--- src/rtl/mult_seq_pkg.sv ---
// Shared encodings for the iterative multiplier responder on the EX multi-cycle
// start/annul/ready handshake.
package mult_seq_pkg;

  typedef enum logic [1:0] {
    MulFree = 2'b00,
    MulZero = 2'b01,
    MulOn   = 2'b10,
    MulEnd  = 2'b11
  } mul_state_e;

  localparam logic MulResultReady    = 1'b1;
  localparam logic MulResultNotReady = 1'b0;
  localparam logic MulStart          = 1'b1;
  localparam logic MulStop           = 1'b0;
  localparam logic MulAnnul          = 1'b1;

  localparam int DoubleRegBusW = 64;

endpackage

--- src/rtl/mult_seq.sv ---
// Radix-2 shift-add multiplier: one partial product per cycle, signed or
// unsigned, 2*DATA_W-bit product presented with ready_o until EX drops start_i.
module mult_seq
  import mult_seq_pkg::*;
#(
  parameter int DATA_W = 32
) (
  input  logic                  clk,
  input  logic                  rst,
  input  logic                  signed_mult_i,
  input  logic [DATA_W-1:0]     opdata1_i,
  input  logic [DATA_W-1:0]     opdata2_i,
  input  logic                  start_i,
  input  logic                  annul_i,
  output logic [2*DATA_W-1:0]   result_o,
  output logic                  ready_o
);

  localparam int CNT_W = $clog2(DATA_W) + 1;
  localparam logic [CNT_W-1:0] CntLast = CNT_W'(DATA_W - 1);

  mul_state_e            state, state_nx;
  logic [CNT_W-1:0]      cnt, cnt_nx;
  logic [2*DATA_W-1:0]   acc, acc_nx;
  logic [DATA_W-1:0]     mcand, mcand_nx;
  logic [DATA_W-1:0]     mplier, mplier_nx;
  logic                  neg, neg_nx;
  logic [2*DATA_W-1:0]   result_nx;
  logic                  ready_nx;
  logic [2*DATA_W-1:0]   partial;
  logic [2*DATA_W-1:0]   sum;

  // 0x80..0 maps to itself, which is the correct magnitude when read unsigned.
  function automatic logic [DATA_W-1:0] abs_op(input logic [DATA_W-1:0] v,
                                                input logic sgn);
    logic signed [DATA_W-1:0] sv;
    sv = $signed(v);
    return (sgn && sv < 0) ? ('0 - v) : v;
  endfunction

  function automatic logic [2*DATA_W-1:0] neg_prod(input logic [2*DATA_W-1:0] p);
    return '0 - p;
  endfunction

  // State register and datapath registers
  always_ff @(posedge clk) begin
    if (rst) begin
      state    <= MulFree;
      cnt      <= '0;
      acc      <= '0;
      mcand    <= '0;
      mplier   <= '0;
      neg      <= 1'b0;
      result_o <= '0;
      ready_o  <= MulResultNotReady;
    end else begin
      state    <= state_nx;
      cnt      <= cnt_nx;
      acc      <= acc_nx;
      mcand    <= mcand_nx;
      mplier   <= mplier_nx;
      neg      <= neg_nx;
      result_o <= result_nx;
      ready_o  <= ready_nx;
    end
  end

  // Next-state, iteration step and output staging
  always_comb begin
    state_nx  = state;
    cnt_nx    = cnt;
    acc_nx    = acc;
    mcand_nx  = mcand;
    mplier_nx = mplier;
    neg_nx    = neg;
    result_nx = result_o;
    ready_nx  = ready_o;
    partial   = mplier[0] ? ({{DATA_W{1'b0}}, mcand} << cnt) : '0;
    sum       = acc + partial;

    case (state)
      MulFree: begin
        result_nx = '0;
        ready_nx  = MulResultNotReady;
        if (start_i == MulStart && annul_i != MulAnnul) begin
          if (opdata1_i == '0 || opdata2_i == '0) begin
            state_nx = MulEnd;
            ready_nx = MulResultReady;
          end else begin
            mcand_nx  = abs_op(opdata1_i, signed_mult_i);
            mplier_nx = abs_op(opdata2_i, signed_mult_i);
            neg_nx    = signed_mult_i & (opdata1_i[DATA_W-1] ^ opdata2_i[DATA_W-1]);
            acc_nx    = '0;
            cnt_nx    = '0;
            state_nx  = MulOn;
          end
        end
      end
      MulOn: begin
        if (annul_i == MulAnnul) begin
          state_nx  = MulFree;
          acc_nx    = '0;
          cnt_nx    = '0;
          result_nx = '0;
          ready_nx  = MulResultNotReady;
        end else begin
          acc_nx    = sum;
          mplier_nx = mplier >> 1;
          cnt_nx    = cnt + CNT_W'(1);
          if (cnt == CntLast) begin
            state_nx  = MulEnd;
            result_nx = neg ? neg_prod(sum) : sum;
            ready_nx  = MulResultReady;
          end
        end
      end
      MulEnd: begin
        // Held start keeps the result; a new op needs start low for an edge.
        if (start_i == MulStop || annul_i == MulAnnul) begin
          state_nx  = MulFree;
          result_nx = '0;
          ready_nx  = MulResultNotReady;
        end
      end
      default: begin
        state_nx  = MulFree;
        result_nx = '0;
        ready_nx  = MulResultNotReady;
      end
    endcase
  end

endmodule

--- config.mk ---
export PLATFORM = sky130hd
export DESIGN_NAME = mult_seq
export DESIGN_NICKNAME = d
export VERILOG_FILES = /design/src/rtl/mult_seq_pkg.sv /design/src/rtl/mult_seq.sv
export SDC_FILE = /design/constraint.sdc
export NUM_CORES = 1
export LEC_CHECK = 0
export ABC_AREA = 1
export CAP_MARGIN = 25
export CELL_PAD_IN_SITES_DETAIL_PLACEMENT = 0
export CELL_PAD_IN_SITES_GLOBAL_PLACEMENT = 1
export CORE_MARGIN = 8
export CORE_UTILIZATION = 48
export CTS_CLUSTER_DIAMETER = 80
export DETAILED_ROUTE_END_ITERATION = 10
export DONT_BUFFER_PORTS = 1
export GPL_ROUTABILITY_DRIVEN = 0
export PLACE_DENSITY_LB_ADDON = 0.1
export SYNTH_ARGS = -nofsm -noshare
export SYNTH_HDL_FRONTEND = slang
export SYNTH_SLANG_ARGS = --single-unit
export TNS_END_PERCENT = 5
--- constraint.sdc ---
create_clock -name clk -period 8.3 [get_ports clk]
set_input_delay 2.49 -clock clk [delete_from_list [all_inputs] [get_ports clk]]
set_output_delay 2.49 -clock clk [all_outputs]
set_load 0.02 [all_outputs]
# Word-level counts from Yosys, hierarchy flattened
# Cells that the tools add are included.
# classes
addsub	5
n_lt_le_gt_ge	2
eq_ne	8
n_shift	1
muxes	32
bitwise_logic	5
n_reduce_logical	14
# ops
op	count
$mux W64	8
$pmux W64 S2	2
$mux W32	5
$add A64 B64 Y64	1
$logic_not A32 Y1	2
$lt A32 B1 Y1 const B	2
$pmux W32 S2	1
$shl A32 B6 Y64	1
$sub A1 B32 Y32 const A	2
$sub A1 B64 Y64 const A	1
$mux W6	3
$pmux W6 S2	1
$reduce_and A3 Y1	3
$mux W2	4
$ne A2 B2 Y1 const B	4
$add A6 B1 Y6 const B	1
$eq A6 B5 Y1 const B	1
$mux W1	6
$pmux W2 S3	1
$eq A2 B2 Y1 const B	2
$reduce_and A4 Y1	1
$logic_and A1 B1 Y1	3
$ne A3 B3 Y1 const B	1
$not A1 Y1	3
other kinds (7)	8
# word_totals
ff_bits	202
in_bits	69
output_inout_bits	65
elab_cells	75

# Depth between registers and ports, before layout
# Gate-level depths: netlist (run 1).
# depth
depth_word	8
depth_mapped	38
mapped_depth_nobuf	36

# Worst setup path before layout (run 1)
# Ideal clock, no wire load.
# synth_timing
path_kind	input to register
startpoint	in opdata1_i[0]
endpoint	reg mplier[27]
setup_ps	133
t_arrival_ps	4329
t_required_ps	8167
setup_slack_ps	3838
path_stages	14
n_path_buf	1
path_cell_list	inv_1 > ha_1 > nand4_1 > nor3_2 > inv_1 > nor3_1 > o21ai_1 > nand3_1 > inv_1 > o21ai_2 > inv_1 > clkbuf_1 > o21ai_0 > a31oi_1
# synth_via
elab_chain_cells	4
# synth_lines
element	line_no	source
start, declared	mult_seq.sv:11	input logic [DATA_W-1:0] opdata1_i,
$logic_not A32 Y1	mult_seq.sv:86	if (opdata1_i == '0 || opdata2_i == '0) begin
$logic_or A1 B1 Y1	mult_seq.sv:86	
$ne A2 B2 Y1 (no source line)	-	
$reduce_and A4 Y1 (no source line)	-	
end signal, assigned	mult_seq.sv:61	mplier <= mplier_nx;
end, declared	mult_seq.sv:26	logic [DATA_W-1:0] mplier, mplier_nx;
# No other way between the ends.
# A chain may end at the register's enable or synchronous reset.

# Worst setup path in the final report (run 1)
# layout_timing
startpoint	reg cnt[0]
endpoint	reg result_o[62]
# layout_via
elab_chain_cells	8
word_cells_on_any_way	11
cone_classes	add/sub (2); eq/ne (2); shift (1); mux (5); reduce/logical (1)
# layout_lines
element	line_no	source
start, declared	mult_seq.sv:23	logic [CNT_W-1:0] cnt, cnt_nx;
start signal, assigned	mult_seq.sv:58	cnt <= cnt_nx;
$shl A32 B6 Y64	mult_seq.sv:78	partial = mplier[0] ? ({{DATA_W{1'b0}}, mcand} << cnt) : '0;
$mux W64	mult_seq.sv:78	
$add A64 B64 Y64	mult_seq.sv:79	sum = acc + partial;
$sub A1 B64 Y64	mult_seq.sv:42	return '0 - p;
$mux W64	mult_seq.sv:112	result_nx = neg ? neg_prod(sum) : sum;
$mux W64	mult_seq.sv:110	if (cnt == CntLast) begin
$mux W64	mult_seq.sv:100	if (annul_i == MulAnnul) begin
$pmux W64 S2	mult_seq.sv:81	case (state)
end signal, assigned	mult_seq.sv:63	result_o <= result_nx;
end, declared	mult_seq.sv:15	output logic [2*DATA_W-1:0] result_o,
# Parallel ways exist; a longest one is shown, timed or not. The select of a mux whose other input is x is not followed.

==> flow_summary.toml, run 1 <==
[status]
status = "complete, no violations"

[routing]
drc = 0
drt_wl_total_microns = 69510
drt_iter0_markers = 2164
viasPerCell = 5.430
ant_nets = 0
avgRoutedWirePerCell_microns = 17.30
vias = 21820
dr.pass1.iters = 6

[sta]
rsz0062_at_grt = "false"
maxSlewHeadroom_pct = 28.29
period_needed_ps = 5820
max_freq_ghz = 0.1718
fin_setup_tns_ps = 0
fin_hold_ws_ps = 446.9
slew_violations = 0
finalCritPeriodShare_pct = 70.12
skew_ps = 27.31
hold_viol = 0
finalSetupViolations = 0
worst_pin_slew_ps = 1075

[yosys]
syn_nets = 3692
yosysWarnings = 0
synth_edf_count = 0
ys_ff_latch = 202
yosys.area.top_type = "nand2_1"
synth_area_sq_mm = 0.01933
async_flop_share_pct = 0
syn_avg_cell_area_sq_um = 5.438
yosys-top-cells-area = "nand2_1 25%, dfxtp_1 21%, inv_1 9.9%"
yosysTopAreaCellShare_pct = 24.97
synth_ff_type = "dfxtp_1"
synth.distinct_cells = 52
yosysSeqAreaShare_pct = 20.92
synthCells = 3555

[cells_and_area]
diodes = 0
syn_to_final_growth_pct = 6.737
drive_gt1_share_pct = 4.724
final_nets = 3613
final_common_cell = "nand2_1"
postLayoutCellArea_sq_mm = 0.02063
final_cell_mix = "1286 x nand2_1, 510 x inv_1, 326 x nor2_1"

[global_route]
grt_antenna_before_repair = 0
grt_use_total_pct = 28.70
gr-total-overflow = 0
grt_pass1_vias = 20340
grt_pass1_wl_microns = 109800
grt_max_degree = 142

[floorplanning]
coreArea_sq_mm = 0.03973
dieArea_sq_mm = 0.04695
rows = 73
start_util_pct = 48.66
floorplan.io_pins = 134
die_w_microns = 216.7
die_y_microns = 216.7

[job]
maxCapViolations = 0

[worst_setup_path]
crit_required_ps = 8800
crit_family = "simple AND/OR/NAND/NOR gates"
slowest_stage = "inv_1"
crit_path_start_kind = "flip-flop"
path_buf_inv = 5
worstPathArrival_ps = 6320
critPathKind = "flip-flop to flip-flop"
crit_path_max_incr_delay_ps = 570
cp_common_cell = "nand2_1"
end_kind = "flip-flop"
crit_fanout = 36

[min_path]
hp-class = "flip-flop to flip-flop"

[place]
placed_area_sq_mm = 0.01967
hpwlAfterDp_microns = 55570
portBuffers = 0

[cts]
numCtsBuffers = 26
clk_pin_slew_ps = 60
cts-htree-levels = 1
clock-sinks = 202
worstSkewPairLatency_ps = 570
cts-root-buf = "clkbuf_16"
post_cts_buffers = 0
cts_buffer_depth = 3
cts_hold_buf = 0
cts_resized = 0
cts_tree = "done"

[power]
ir_drop_mv = 0.1387
power_density_mw_per_mm2 = 134.9
leakagePower_nw = 10.39
-- per-layer routing --
metal / track usage (%) / up-vias / share of wire (%)
met2: 45.36 / 845 / 43
li1: - / 11070 / -
met4: 12.58 / 0 / 4.7
met3: 3.914 / 165 / 7.7
met5: 0 / - / 0
met1: 38.58 / 9733 / 44
-- flip-flops by register name, summed over array words and instances (netlist names) --
signal / flops
acc: 64
cnt: 6
mcand: 32
mplier: 32
neg: 1
ready_o: 1
result_o: 64
state: 2
-- cells by family (layout without fill, tap and decap cells) --
logic type      count (synthesis)  count (layout)  synth area share (%)
compound gates                565             565                 15.67
xor+xnor                       61              61                 2.764
fa+ha+maj                      68              68                 4.440
buf+inv                       651             589                 12.70
flops                         202             202                 20.92
mux                             5               5                0.2589
simple gates                 2003            2003                 43.25
-- cells in the mapped netlist (10+ instances only) --
master / instances
a211oi_1: 11
a21oi_1: 248
a31oi_1: 22
buf_1: 12
clkbuf_1: 110
dfxtp_1: 202
ha_1: 67
inv_1: 511
nand2_1: 1286
nand2_2: 30
nand3_1: 203
nand3_2: 18
nand3b_1: 12
nand4_1: 41
nor2_1: 328
nor2_2: 15
nor3_1: 24
nor4_1: 10
o211ai_1: 10
o21ai_0: 213
o22ai_1: 32
xnor2_1: 17
xor2_1: 44
-- worst reg2reg max path, delay by kind of cell, from the launching register on --
family | cells | cell delay [ps]
AND/OR/NAND/NOR | 18 | 2530
adder cells (fa/ha/maj) | 1 | 420
flip-flops | 1 | 300
buffers and inverters | 5 | 1030
AO/OA/AOI/OAI | 6 | 1510
-- layout make-up --
cell class / count / area (sq um)
timing repair buffer: 20 / 177.7
clock buffer: 31 / 709.4
tap: 525 / 656.9
clock inverter: 14 / 230.2
multi-input combinational: 2702 / 12850
sequential: 202 / 4045
inverter: 524 / 1967
fill: 4352 / 19100
-- per-stage QoR --
stage	total power [mW]	std cells	worst slack (ps)	util [%]
CTS	2.803	4017	2618	51.87
finish	2.783	4018	2480	51.94
detailed placement	1.554	3972	2621	49.50
global placement	1.546	3971	2666	49.46
floorplan	1.426	3555	3838	-
global route	2.913	4018	1875	51.94
-- power by group --
part	internal (mW)	leakage (nW)	switching (mW)	total, mW
combinational	0.152	8.30	0.362	0.514
sequential	1.01	1.64	0.0246	1.03
clock	0.767	0.448	0.472	1.24
-- final timing paths --
kind	from	end	slack [ps]	depth (start not counted)
max reg2reg	cnt[0]	result_o[62]	2480	30
max	cnt[0]	result_o[62]	2480	30
min	mplier[20]	mplier[20]	450	2
min reg2reg	mplier[20]	mplier[20]	450	2
No activity file was read; power rests on OpenSTA's default activity.
==> run 2: changes to the inputs <==
Settings changed: CORE_UTILIZATION 48 to 45.
Clock period 8.3 ns to 5.59 ns, I/O delays scaled along.
==> flow_summary.toml, run 2 (synthesized netlist as in run 1, its figures left out) <==
[status]
status = "complete, no violations"

[cts]
numCtsBuffers = 27
cts_tree = "done"
cts-htree-levels = 1
clock-sinks = 202
worstSkewPairLatency_ps = 590
clk_pin_slew_ps = 60
cts_buffer_depth = 3
cts-root-buf = "clkbuf_16"
cts_hold_buf = 0

[job]
maxCapViolations = 0

[worst_setup_path]
crit_path_max_incr_delay_ps = 460
crit_path_start_kind = "flip-flop"
path_buf_inv = 2
crit_required_ps = 6100
cp_common_cell = "nand2_1"
slowest_stage = "ha_1"
crit_fanout = 35
end_kind = "flip-flop"
critPathKind = "flip-flop to flip-flop"
crit_family = "simple AND/OR/NAND/NOR gates"
worstPathArrival_ps = 5730

[cells_and_area]
final_nets = 3633
multiInputGateArea_sq_mm = 0.01289
reg_top3 = "acc (64), result_o (64)"
seq_area_sq_mm = 0.004045
drive_gt1_share_pct = 5.690
final_cell_mix = "1286 x nand2_1, 509 x inv_1, 320 x nor2_1"
syn_to_final_growth_pct = 7.974
post-route-util_pct = 48.89
postLayoutCellArea_sq_mm = 0.02087
final_common_cell = "nand2_1"
n_fill_cell = 4748

[sta]
hold_viol = 0
rsz0062_at_grt = "false"
period_needed_ps = 5223
slew_violations = 0
worst_pin_slew_ps = 859.1
fin_setup_tns_ps = 0
max_freq_ghz = 0.1914
maxSlewHeadroom_pct = 42.73
finalSetupViolations = 0
finalCritPeriodShare_pct = 93.44
skew_ps = 15.92

[routing]
viasPerCell = 5.391
vias = 21900
avgRoutedWirePerCell_microns = 17.67
dr.pass1.iters = 6
drt_iter0_markers = 2181
drc = 0
drt_wl_total_microns = 71780
ant_nets = 0

[power]
total_power_mw = 4.237
ir_drop_mv = 0.2705
leakagePower_nw = 10.50
power_density_mw_per_mm2 = 203.0

[floorplanning]
dieArea_sq_mm = 0.04985
die_w_microns = 223.3
rows = 76
die_y_microns = 223.3
coreArea_sq_mm = 0.04270
floorplan.io_pins = 134
start_util_pct = 45.28

[global_route]
grt_pass1_vias = 20090
grt_antenna_before_repair = 1
grt_max_degree = 142
grt_pass1_wl_microns = 111100
grt_use_total_pct = 27.66
gr-total-overflow = 0

[place]
placed_area_sq_mm = 0.01978
portBuffers = 0
hpwlAfterDp_microns = 57300

[min_path]
hp-class = "flip-flop to flip-flop"
[run 2: final timing paths]
check | start | endpoint | slack, ps | depth (start not counted)
setup / recovery | cnt[0] | result_o[60] | 370 | 28
hold reg to reg | mplier[4] | mplier[4] | 450 | 2
setup reg to reg | cnt[0] | result_o[60] | 370 | 28
hold / removal | mplier[4] | mplier[4] | 450 | 2
[run 2: cell type report]
| class | instances | area share, % |
|---|---|---|
| diodes | 1 | 0.01199 |
| repair buffers | 38 | 1.403 |
| flip-flops and latches | 202 | 19.38 |
| repair inverters | 1 | 0.03596 |
| multi-input cells | 2702 | 61.74 |
| well taps | 546 | 3.273 |
| clock buffers | 32 | 3.519 |
| clock inverters | 16 | 1.181 |
| inverters | 524 | 9.459 |
[run 2: what timing repair did]
item,in CTS,in global routing
endpoints found under the setup margin,0,27
gates resized for setup,0,20
buffers inserted,0,6
endpoints found under the hold margin,0,0
[run 2: layer usage]
layer	global-route usage [%]	vias up	share of wire (%)
met2	44.86	806	44
met5	0	-	0
met1	37.00	9812	45
li1	-	11140	-
met4	9.367	0	3.5
met3	4.320	145	7.5
[run 2: worst reg2reg max path: cells and delay by family, from the launching register on]
| family | cells | cell delay [ps] |
|---|---|---|
| DFF | 1 | 310 |
| adders and majority gates | 1 | 460 |
| buffers and inverters | 2 | 330 |
| and+or+nand+nor | 18 | 2730 |
| AOI/OAI and AO/OA | 7 | 1340 |
[run 2: per-stage QoR]
step | setup slack, ps | hold WS, ps | instances
after floorplan | 1511 | 423.7 | 3555
after global placement | 404.8 | 433.7 | 4005
after detailed placement | 382.7 | 448.1 | 4005
after CTS | 345.4 | 457.4 | 4053
after global routing | 7.382 | 481.4 | 4061
final | 366.5 | 454.4 | 4062
[run 2: report_power, final]
group	switching (mW)	internal (mW)
registers	0.0358	1.49
clock network	0.754	1.18
logic	0.543	0.233
